===== config.mk =====
export PLATFORM = sky130hd
export DESIGN_NAME = uart_boot_loader
export DESIGN_NICKNAME = d
export VERILOG_FILES = /design/src/rtl/uart_pkg.sv /design/src/rtl/uart_rx_core.sv /design/src/rtl/uart_boot_loader.sv
export SDC_FILE = /design/constraint.sdc
export NUM_CORES = 1
export LEC_CHECK = 0
export CORE_MARGIN = 2
export CORE_UTILIZATION = 51
export CTS_BUF_LIST = sky130_fd_sc_hd__clkbuf_8
export DETAILED_ROUTE_END_ITERATION = 7
export PLACE_DENSITY = 0.8
export RECOVER_POWER = 100
export SLEW_MARGIN = 40
export SYNTH_ARGS = -nofsm -noshare
export SYNTH_HDL_FRONTEND = slang
export SYNTH_SLANG_ARGS = --single-unit

===== constraint.sdc =====
create_clock -name clk -period 1.6 [get_ports clk]
set_input_delay 0.48 -clock clk [delete_from_list [all_inputs] [get_ports clk]]
set_output_delay 0.48 -clock clk [all_outputs]
set_load 0.02 [all_outputs]

===== src/rtl/uart_pkg.sv =====
// Shared definitions for the UART boot loader.
//   rx_state_t  : receiver FSM encoding
//   ld_state_t  : loader FSM encoding
//   END_MARKER  : word that terminates a program load
//   calc_div()  : clocks per oversample tick, rounded to nearest
package uart_pkg;

    typedef enum logic [2:0] {
        RX_IDLE,
        RX_START,
        RX_DATA,
        RX_STOP,
        RX_BREAK
    } rx_state_t;

    typedef enum logic {
        LD_LOAD,
        LD_DONE
    } ld_state_t;

    localparam logic [31:0] END_MARKER = 32'hFFFF_FFFF;

    function automatic int unsigned calc_div(input int unsigned clk_hz,
                                             input int unsigned baud,
                                             input int unsigned oversample);
        int unsigned den;
        int unsigned div;
        den = baud * oversample;
        div = (clk_hz + den / 2) / den;
        return (div == 0) ? 1 : div;
    endfunction

endpackage


===== src/rtl/uart_rx_core.sv =====
// 8N1 UART receiver: 2-FF input synchronizer, free-running oversample tick
// generator and the receive FSM.
//   clk, reset : system clock, async active-low reset
//   rx         : raw serial input (idle high)
//   rx_valid   : 1-clk pulse, rx_byte holds the received byte
//   rx_byte    : last received byte
//   rx_ferr    : 1-clk pulse when a byte fails its stop bit
//
// state    | meaning
// ---------+-------------------------------------------------------
// RX_IDLE  | line idle, waiting for a falling edge
// RX_START | counting to mid start bit, confirming it is still low
// RX_DATA  | sampling 8 data bits LSB first, one per bit period
// RX_STOP  | sampling the stop bit
// RX_BREAK | stop bit was low; wait for the line to return high
module uart_rx_core
    import uart_pkg::*;
#(
    parameter int unsigned CLK_HZ     = 50000000,
    parameter int unsigned BAUD       = 19200,
    parameter int unsigned OVERSAMPLE = 16
) (
    input  logic       clk,
    input  logic       reset,
    input  logic       rx,
    output logic       rx_valid,
    output logic [7:0] rx_byte,
    output logic       rx_ferr
);

    localparam int unsigned DIV   = calc_div(CLK_HZ, BAUD, OVERSAMPLE);
    localparam int unsigned DIV_W = (DIV > 2) ? $clog2(DIV) : 1;
    localparam int unsigned OS_W  = (OVERSAMPLE > 2) ? $clog2(OVERSAMPLE) : 1;

    localparam logic [DIV_W-1:0] DIV_RELOAD = DIV_W'(DIV - 1);
    localparam logic [OS_W-1:0]  OS_FULL    = OS_W'(OVERSAMPLE - 1);
    localparam logic [OS_W-1:0]  OS_HALF    = OS_W'(OVERSAMPLE / 2 - 1);

    logic [1:0]       sync_q, sync_d;
    logic [DIV_W-1:0] div_cnt_q, div_cnt_d;
    rx_state_t        state_q, state_d;
    logic [OS_W-1:0]  os_cnt_q, os_cnt_d;
    logic [2:0]       bit_cnt_q, bit_cnt_d;
    logic [7:0]       shreg_q, shreg_d;
    logic             rx_valid_q, rx_valid_d;
    logic [7:0]       rx_byte_q, rx_byte_d;
    logic             rx_ferr_q, rx_ferr_d;

    logic rx_s;
    logic tick;
    logic os_done;

    assign rx_s    = sync_q[1];
    assign tick    = (div_cnt_q == '0);
    assign os_done = tick && (os_cnt_q == '0);

    always_comb begin
        sync_d    = {sync_q[0], rx};
        div_cnt_d = tick ? DIV_RELOAD : div_cnt_q - 1'b1;
    end

    always_comb begin
        state_d    = state_q;
        os_cnt_d   = os_cnt_q;
        bit_cnt_d  = bit_cnt_q;
        shreg_d    = shreg_q;
        rx_valid_d = 1'b0;
        rx_byte_d  = rx_byte_q;
        rx_ferr_d  = 1'b0;

        if (tick && (os_cnt_q != '0)) begin
            os_cnt_d = os_cnt_q - 1'b1;
        end

        case (state_q)
            RX_IDLE: begin
                if (!rx_s) begin
                    state_d  = RX_START;
                    os_cnt_d = OS_HALF;
                end
            end
            RX_START: begin
                if (os_done) begin
                    if (!rx_s) begin
                        state_d   = RX_DATA;
                        os_cnt_d  = OS_FULL;
                        bit_cnt_d = 3'd7;
                    end else begin
                        state_d = RX_IDLE;
                    end
                end
            end
            RX_DATA: begin
                if (os_done) begin
                    shreg_d  = {rx_s, shreg_q[7:1]};
                    os_cnt_d = OS_FULL;
                    if (bit_cnt_q == 3'd0) begin
                        state_d = RX_STOP;
                    end else begin
                        bit_cnt_d = bit_cnt_q - 3'd1;
                    end
                end
            end
            RX_STOP: begin
                if (os_done) begin
                    if (rx_s) begin
                        rx_valid_d = 1'b1;
                        rx_byte_d  = shreg_q;
                        state_d    = RX_IDLE;
                    end else begin
                        rx_ferr_d = 1'b1;
                        state_d   = RX_BREAK;
                    end
                end
            end
            RX_BREAK: begin
                if (rx_s) begin
                    state_d = RX_IDLE;
                end
            end
            default: state_d = RX_IDLE;
        endcase
    end

    always_ff @(posedge clk or negedge reset) begin
        if (!reset) begin
            sync_q     <= 2'b11;
            div_cnt_q  <= DIV_RELOAD;
            state_q    <= RX_IDLE;
            os_cnt_q   <= '0;
            bit_cnt_q  <= '0;
            shreg_q    <= '0;
            rx_valid_q <= 1'b0;
            rx_byte_q  <= '0;
            rx_ferr_q  <= 1'b0;
        end else begin
            sync_q     <= sync_d;
            div_cnt_q  <= div_cnt_d;
            state_q    <= state_d;
            os_cnt_q   <= os_cnt_d;
            bit_cnt_q  <= bit_cnt_d;
            shreg_q    <= shreg_d;
            rx_valid_q <= rx_valid_d;
            rx_byte_q  <= rx_byte_d;
            rx_ferr_q  <= rx_ferr_d;
        end
    end

    assign rx_valid = rx_valid_q;
    assign rx_byte  = rx_byte_q;
    assign rx_ferr  = rx_ferr_q;

endmodule


===== src/rtl/uart_boot_loader.sv =====
// UART boot loader: assembles received bytes big-endian into 32-bit words and
// writes them to instruction memory at 0, 4, 8, ... while holding the CPU.
//   clk, reset  : system clock, async active-low reset
//   rx          : UART serial input
//   imem_we     : 1-clk write strobe, with imem_addr / imem_din
//   cpu_hold    : 1 while loading
//   load_done   : sticky, program loaded (end marker or capacity)
//   frame_err   : sticky, a byte failed its stop bit
//   word_count  : words written so far
//
// state   | meaning
// --------+-----------------------------------------------------------
// LD_LOAD | assembling bytes into words and writing them to imem
// LD_DONE | load finished, CPU released, rx bytes ignored until reset
module uart_boot_loader
    import uart_pkg::*;
#(
    parameter int unsigned CLK_HZ     = 50000000,
    parameter int unsigned BAUD       = 19200,
    parameter int unsigned OVERSAMPLE = 16,
    parameter int unsigned MAX_WORDS  = 1024
) (
    input  logic        clk,
    input  logic        reset,
    input  logic        rx,
    output logic        imem_we,
    output logic [31:0] imem_addr,
    output logic [31:0] imem_din,
    output logic        cpu_hold,
    output logic        load_done,
    output logic        frame_err,
    output logic [10:0] word_count
);

    logic       rx_valid;
    logic [7:0] rx_byte;
    logic       rx_ferr;

    uart_rx_core #(
        .CLK_HZ     (CLK_HZ),
        .BAUD       (BAUD),
        .OVERSAMPLE (OVERSAMPLE)
    ) u_rx (
        .clk      (clk),
        .reset    (reset),
        .rx       (rx),
        .rx_valid (rx_valid),
        .rx_byte  (rx_byte),
        .rx_ferr  (rx_ferr)
    );

    ld_state_t   ld_state_q, ld_state_d;
    logic [31:0] shreg_q, shreg_d;
    logic [1:0]  byte_idx_q, byte_idx_d;
    logic        imem_we_q, imem_we_d;
    logic [31:0] imem_addr_q, imem_addr_d;
    logic [31:0] imem_din_q, imem_din_d;
    logic [10:0] word_count_q, word_count_d;
    logic        frame_err_q, frame_err_d;

    logic [31:0] word_next;

    assign word_next = {shreg_q[23:0], rx_byte};

    always_comb begin
        ld_state_d   = ld_state_q;
        shreg_d      = shreg_q;
        byte_idx_d   = byte_idx_q;
        imem_we_d    = 1'b0;
        imem_addr_d  = imem_addr_q;
        imem_din_d   = imem_din_q;
        word_count_d = word_count_q;
        frame_err_d  = frame_err_q | rx_ferr;

        if ((ld_state_q == LD_LOAD) && rx_valid) begin
            shreg_d    = word_next;
            byte_idx_d = byte_idx_q + 2'd1;
            if (byte_idx_q == 2'd3) begin
                if (word_next == END_MARKER) begin
                    ld_state_d = LD_DONE;
                end else begin
                    // Registered strobe: the write appears the cycle after the
                    // 4th byte, carrying the pre-increment address.
                    imem_we_d    = 1'b1;
                    imem_din_d   = word_next;
                    imem_addr_d  = {19'd0, word_count_q, 2'b00};
                    word_count_d = word_count_q + 11'd1;
                    if ((32'(word_count_q) + 32'd1) == 32'(MAX_WORDS)) begin
                        ld_state_d = LD_DONE;
                    end
                end
            end
        end
    end

    always_ff @(posedge clk or negedge reset) begin
        if (!reset) begin
            ld_state_q   <= LD_LOAD;
            shreg_q      <= '0;
            byte_idx_q   <= '0;
            imem_we_q    <= 1'b0;
            imem_addr_q  <= '0;
            imem_din_q   <= '0;
            word_count_q <= '0;
            frame_err_q  <= 1'b0;
        end else begin
            ld_state_q   <= ld_state_d;
            shreg_q      <= shreg_d;
            byte_idx_q   <= byte_idx_d;
            imem_we_q    <= imem_we_d;
            imem_addr_q  <= imem_addr_d;
            imem_din_q   <= imem_din_d;
            word_count_q <= word_count_d;
            frame_err_q  <= frame_err_d;
        end
    end

    assign imem_we    = imem_we_q;
    assign imem_addr  = imem_addr_q;
    assign imem_din   = imem_din_q;
    assign word_count = word_count_q;
    assign frame_err  = frame_err_q;
    assign load_done  = (ld_state_q == LD_DONE);
    assign cpu_hold   = (ld_state_q != LD_DONE);

endmodule


# Yosys cells after proc, flatten, opt, wreduce, memory -nomap -nowiden
# Cells that the tools add are included.
[totals]
ff_bits = 121
in_bits = 3
elab_cells = 89
[op_classes]
add_sub_neg = 6
n_eq_ne = 15
mux = 32
n_bitwise = 3
n_reduce_logical = 16
[op_table]
columns = ["operator", "n"]
rows = [
  ["2-to-1 mux 3 bit", 11],
  ["equality test 32 bit (second input constant)", 1],
  ["2-to-1 mux 4 bit", 5],
  ["case mux 3 bit (5 select lines)", 1],
  ["adder 11 x 1 -> 12 bit (second input constant)", 1],
  ["equality test 12 x 11 -> 1 bit (second input constant)", 1],
  ["case mux 4 bit (3 select lines)", 1],
  ["adder 11 x 1 -> 11 bit (second input constant)", 1],
  ["2-to-1 mux 1 bit", 11],
  ["!= test 2 x 1 -> 1 bit (second input constant)", 5],
  ["AND reduction 3 bit", 3],
  ["logical NOT 8 bit", 1],
  ["2-to-1 mux 8 bit", 1],
  ["subtractor 8 x 1 -> 8 bit (second input constant)", 1],
  ["equality test 3 x 2 -> 1 bit (second input constant)", 2],
  ["logical NOT 3 bit", 2],
  ["!= test 2 bit (second input constant)", 3],
  ["case mux 3 bit (2 select lines)", 1],
  ["AND reduction 6 bit", 1],
  ["AND reduction 5 bit", 1],
  ["logical NOT 4 bit", 1],
  ["nonzero test 2 bit", 2],
  ["nonzero test 4 bit", 1],
  ["subtractor 4 x 1 -> 4 bit (second input constant)", 1],
  ["10 further kinds", 13],
]

# Depth between registers and ports, before layout
[depth]
depth_word = 6
ltp_mapped = 7

# Modules after synthesis
# From an unflattened synthesis, not the netlist that was laid out.
[hier_totals]
cells_unflattened = 389
area_unflattened_um2 = 5386.4
[by_module_without_submodules]
columns = ["mod", "n_inst", "cells_per_inst", "area_per_inst_um2", "seq_area_each_um2"]
rows = [
  ["uart_boot_loader", 1, 244, 3637.2, 2077.0],
  ["uart_rx_core", 1, 145, 1749.2, 957.2],
]

# Least setup slack after synthesis
# OpenSTA, ideal clock, no wires.
[synth_timing]
path_type = "register -> register"
start = "register u_rx.div_cnt_q[1]"
end = "register u_rx.shreg_q[0]"
t_arrival_ns = 1.655
required_ns = 1.475
path_slack_ns = -0.180
path_stages_with_launch = 8
path_buffers = 1
period_less_slack_ns = 1.780
path_cell_list = "dfstp_2 inv_1 ha_1 nor4b_2 and3_1 buf_4 nand2_2 mux2_2"
[synth_between]
elab_chain_len = 3
[synth_lines]
columns = ["element", "line", "text"]
rows = [
  ["from (decl)", "uart_rx_core.sv:40", "logic [DIV_W-1:0] div_cnt_q, div_cnt_d;"],
  ["from (signal assigned)", "uart_rx_core.sv:138", "div_cnt_q <= div_cnt_d;"],
  ["logical NOT 8 bit", "uart_rx_core.sv:54", "assign tick = (div_cnt_q == '0);"],
  ["logical AND 1 bit", "uart_rx_core.sv:55", "assign os_done = tick && (os_cnt_q == '0);"],
  ["AND reduction 2 bit (no source line)", "-", ""],
  ["to (signal assigned)", "uart_rx_core.sv:142", "shreg_q <= shreg_d;"],
  ["to (decl)", "uart_rx_core.sv:44", "logic [7:0] shreg_q, shreg_d;"],
]
# No other way between the ends.
# A chain may end at the register's enable or synchronous reset.

# Final worst setup path
# Ends and elaborated chain as after synthesis.

==> run metrics <==
Fillers=707; Critical Path Fanout Max=8; detailed-route wire length per cell=17.0 um; dpl cell area=6810 um2; Syn Inst Count=404; clk_lat worst skew=0.44 ns; Leak=3.69 nW; Bufs and invs on worst path=2; CP delay by family, top=flip-flops; Max Buffers Root-to-Sink=2; finished layout cell area=7190 um2; Final Critical Period=1.72 ns; combinational power share=0.021; starting density of the core=0.530; Die ar.=11600 um2; Crit path largest cell delay=0.54 ns; Placed Instances=656; RSZ-0062 raised after global routing=yes; vias per cell=5.28; final setup margin=-0.115 ns; Synth Cell Area=5490 um2; CP cell instances=inv_2 > ha_4 > nor4b_4 > and3_4 > buf_12 > nand2_8 > mux2_4; Sequential Power Share=0.537; Main synth FF type=dfrtp_1; port bufs=60; Cell Int Power=0.00443 W; DRT iter0 DRCs=184; status=finished with violations; Via Count=3730; vias in the first global route=3873; # DRC=0; worst hold path class=register to register; Max IR drop VDD=0.000906 V; Clock power frac=0.442; IO Pins=82; total congestion overflow=0; pin count of the biggest net entering global routing=60; setup TNS=-6.17 ns; Worst-Margin Slew=0.807 ns; Die Y=108 um; count of final setup violators=88; PwrDens=795 nW/um2; core area=10400 um2; Die Wd=108 um; failing checks=negative setup slack; initial antenna violation count=0; relative slew slack=0.462; ys async rst share=1.00; biggest area consumer among synthesized cells=dfrtp_1; leading post-synthesis cells by cell area=dfrtp_1, mux2_4, mux2_2; max_cap viols=0; CTS tree=done; Max Clock Skew=0.0166 ns; Slew Limit Fails=0; nets@finish=567; Inserted Clock Buffers=17; Tcrit/Tclk final=1.07; root buffer cell=clkbuf_8; endpoints failing hold=0; Post-Syn Area per Cell=13.6 um2; most frequent cell after synthesis=dfrtp_1; Startpoint Class=register; Slowest-stage cell, CP=dfstp_2; sequential share of the synthesized area=0.552; first-pass GRT wire length=19400 um; n_diodes=0; Clock Sinks=121; Post-synth EDFFs=0; # H-tree levels=4; synth cell count leaders=dfrtp_1, mux2_2, mux2_4; iteration count of the initial detailed-routing pass=4; area grow syn2layout=30.8%; library cells used by synthesis=55; net switching power=0.00128 W; top cell type's share of synthesized area=0.528; GRT Util Overall=0.219; Final HPWL DP=8060 um; row count=37; Synth Register Bits=121; endpoint type of the worst setup path=register; clock slew at reported path FFs=0.06 ns; share of cells above drive strength 1=0.539; CP required=1.91 ns; Total Wirelength=12000 um; CP Class=register to register; Post-DRT Antenna Nets=0; Yosys warnings=0; Finished Layout Cells=706; arrival time worst endpoint=2.03 ns; Net Sw Frac=0.224; gpl congestion=0.811; fmax=583 MHz
[area by class of cell]
class,count,area (um2),area share
sequential,121,3040,0.423
multi-input combinational,253,2460,0.342
timing repair buffer,151,1100,0.153
clock buffer,21,289,0.0402
tap,136,170,0.0237
clock inverter,11,82.6,0.0115
inverter,13,48.8,0.00679
[flip-flops by register name (all words and copies together) (netlist names), 2 cells and up]
name and flops:
u_rx.div_cnt_q 8, u_rx.state_q 3, u_rx.rx_byte 8, u_rx.sync_q 2
u_rx.bit_cnt_q 3, u_rx.os_cnt_q 4, imem_addr 11, shreg_q 24
byte_idx_q 2, u_rx.shreg_q 8, word_count 11, imem_din 32
[layer usage]
metal | global-route usage | part of all wire | vias to the layer above
met5 | 0 | 0 | -
met4 | 0.0751 | 0.013 | 0
met3 | 0.0678 | 0.043 | 18
met2 | 0.377 | 0.53 | 93
met1 | 0.260 | 0.42 | 1902
li1 | - | - | 1717
[cell usage in the layout, fill, tap and decap left out, drive strengths merged, types with 5 or more instances in the layout]
master	n
o21ai	5
nand3	10
conb	21
xor2	10
inv	18
a21oi	7
nand2	15
dfstp	5
a211oi	8
clkdlybuf4s15	9
nand4	14
clkbuf	68
dfrtp	116
ha	7
mux2	85
nor2	13
xnor2	6
nor3	5
buf	93
[through the flow]
stage	utilization	setup WS (ns)	hold slack, ns	power [W]
2_1_floorplan	-	-0.133	0.184	0.00321
3_3_place_gp	0.656	-0.196	0.350	0.00326
3_5_place_dp	0.656	-0.258	0.350	0.00326
4_1_cts	0.701	-0.117	0.354	0.00577
5_1_grt	0.693	-0.158	0.357	0.00593
6_report	0.693	-0.115	0.359	0.00571
[power by group through the flow]
stage | registers, W | clock network (W) | logic, W
floorplan | 0.00312 | 0 | 0.0000920
global placement | 0.00313 | 0 | 0.000130
detailed placement | 0.00312 | 0 | 0.000134
CTS | 0.00307 | 0.00256 | 0.000137
global route | 0.00307 | 0.00272 | 0.000138
finish | 0.00307 | 0.00252 | 0.000119
[timing repair]
item	in CTS	in global routing
buffers inserted	10	7
pin swaps	5	10
hold endpoints to repair	7	0
resized for setup	206	58
setup endpoints to repair	128	118
gates cloned	0	0
hold buffers	1	0
[cell families after synthesis]
group / count (synthesis) / share of synthesized area
other cells: 1 / 0.000683
buf+inv: 50 / 0.0560
mux: 88 / 0.206
compound gates: 36 / 0.0481
flops: 121 / 0.552
fa+ha+maj: 7 / 0.0159
xor+xnor: 16 / 0.0255
simple gates: 85 / 0.0959
[path summary, 6_finish.rpt]
kind                       cells past startpoint              start  slack [ns]          endpoint
hold reg to reg                                0     u_rx.sync_q[0]        0.36    u_rx.sync_q[1]
hold / removal                                 0     u_rx.sync_q[0]        0.36    u_rx.sync_q[1]
max in group asynchronous                      3              reset        0.18  u_rx.os_cnt_q[3]
setup / recovery                               7  u_rx.div_cnt_q[1]       -0.12   u_rx.shreg_q[0]
min in group asynchronous                      3              reset        0.75      imem_din[16]
setup reg to reg                               7  u_rx.div_cnt_q[1]       -0.12   u_rx.shreg_q[0]
Power figures use the tool's default switching activity.
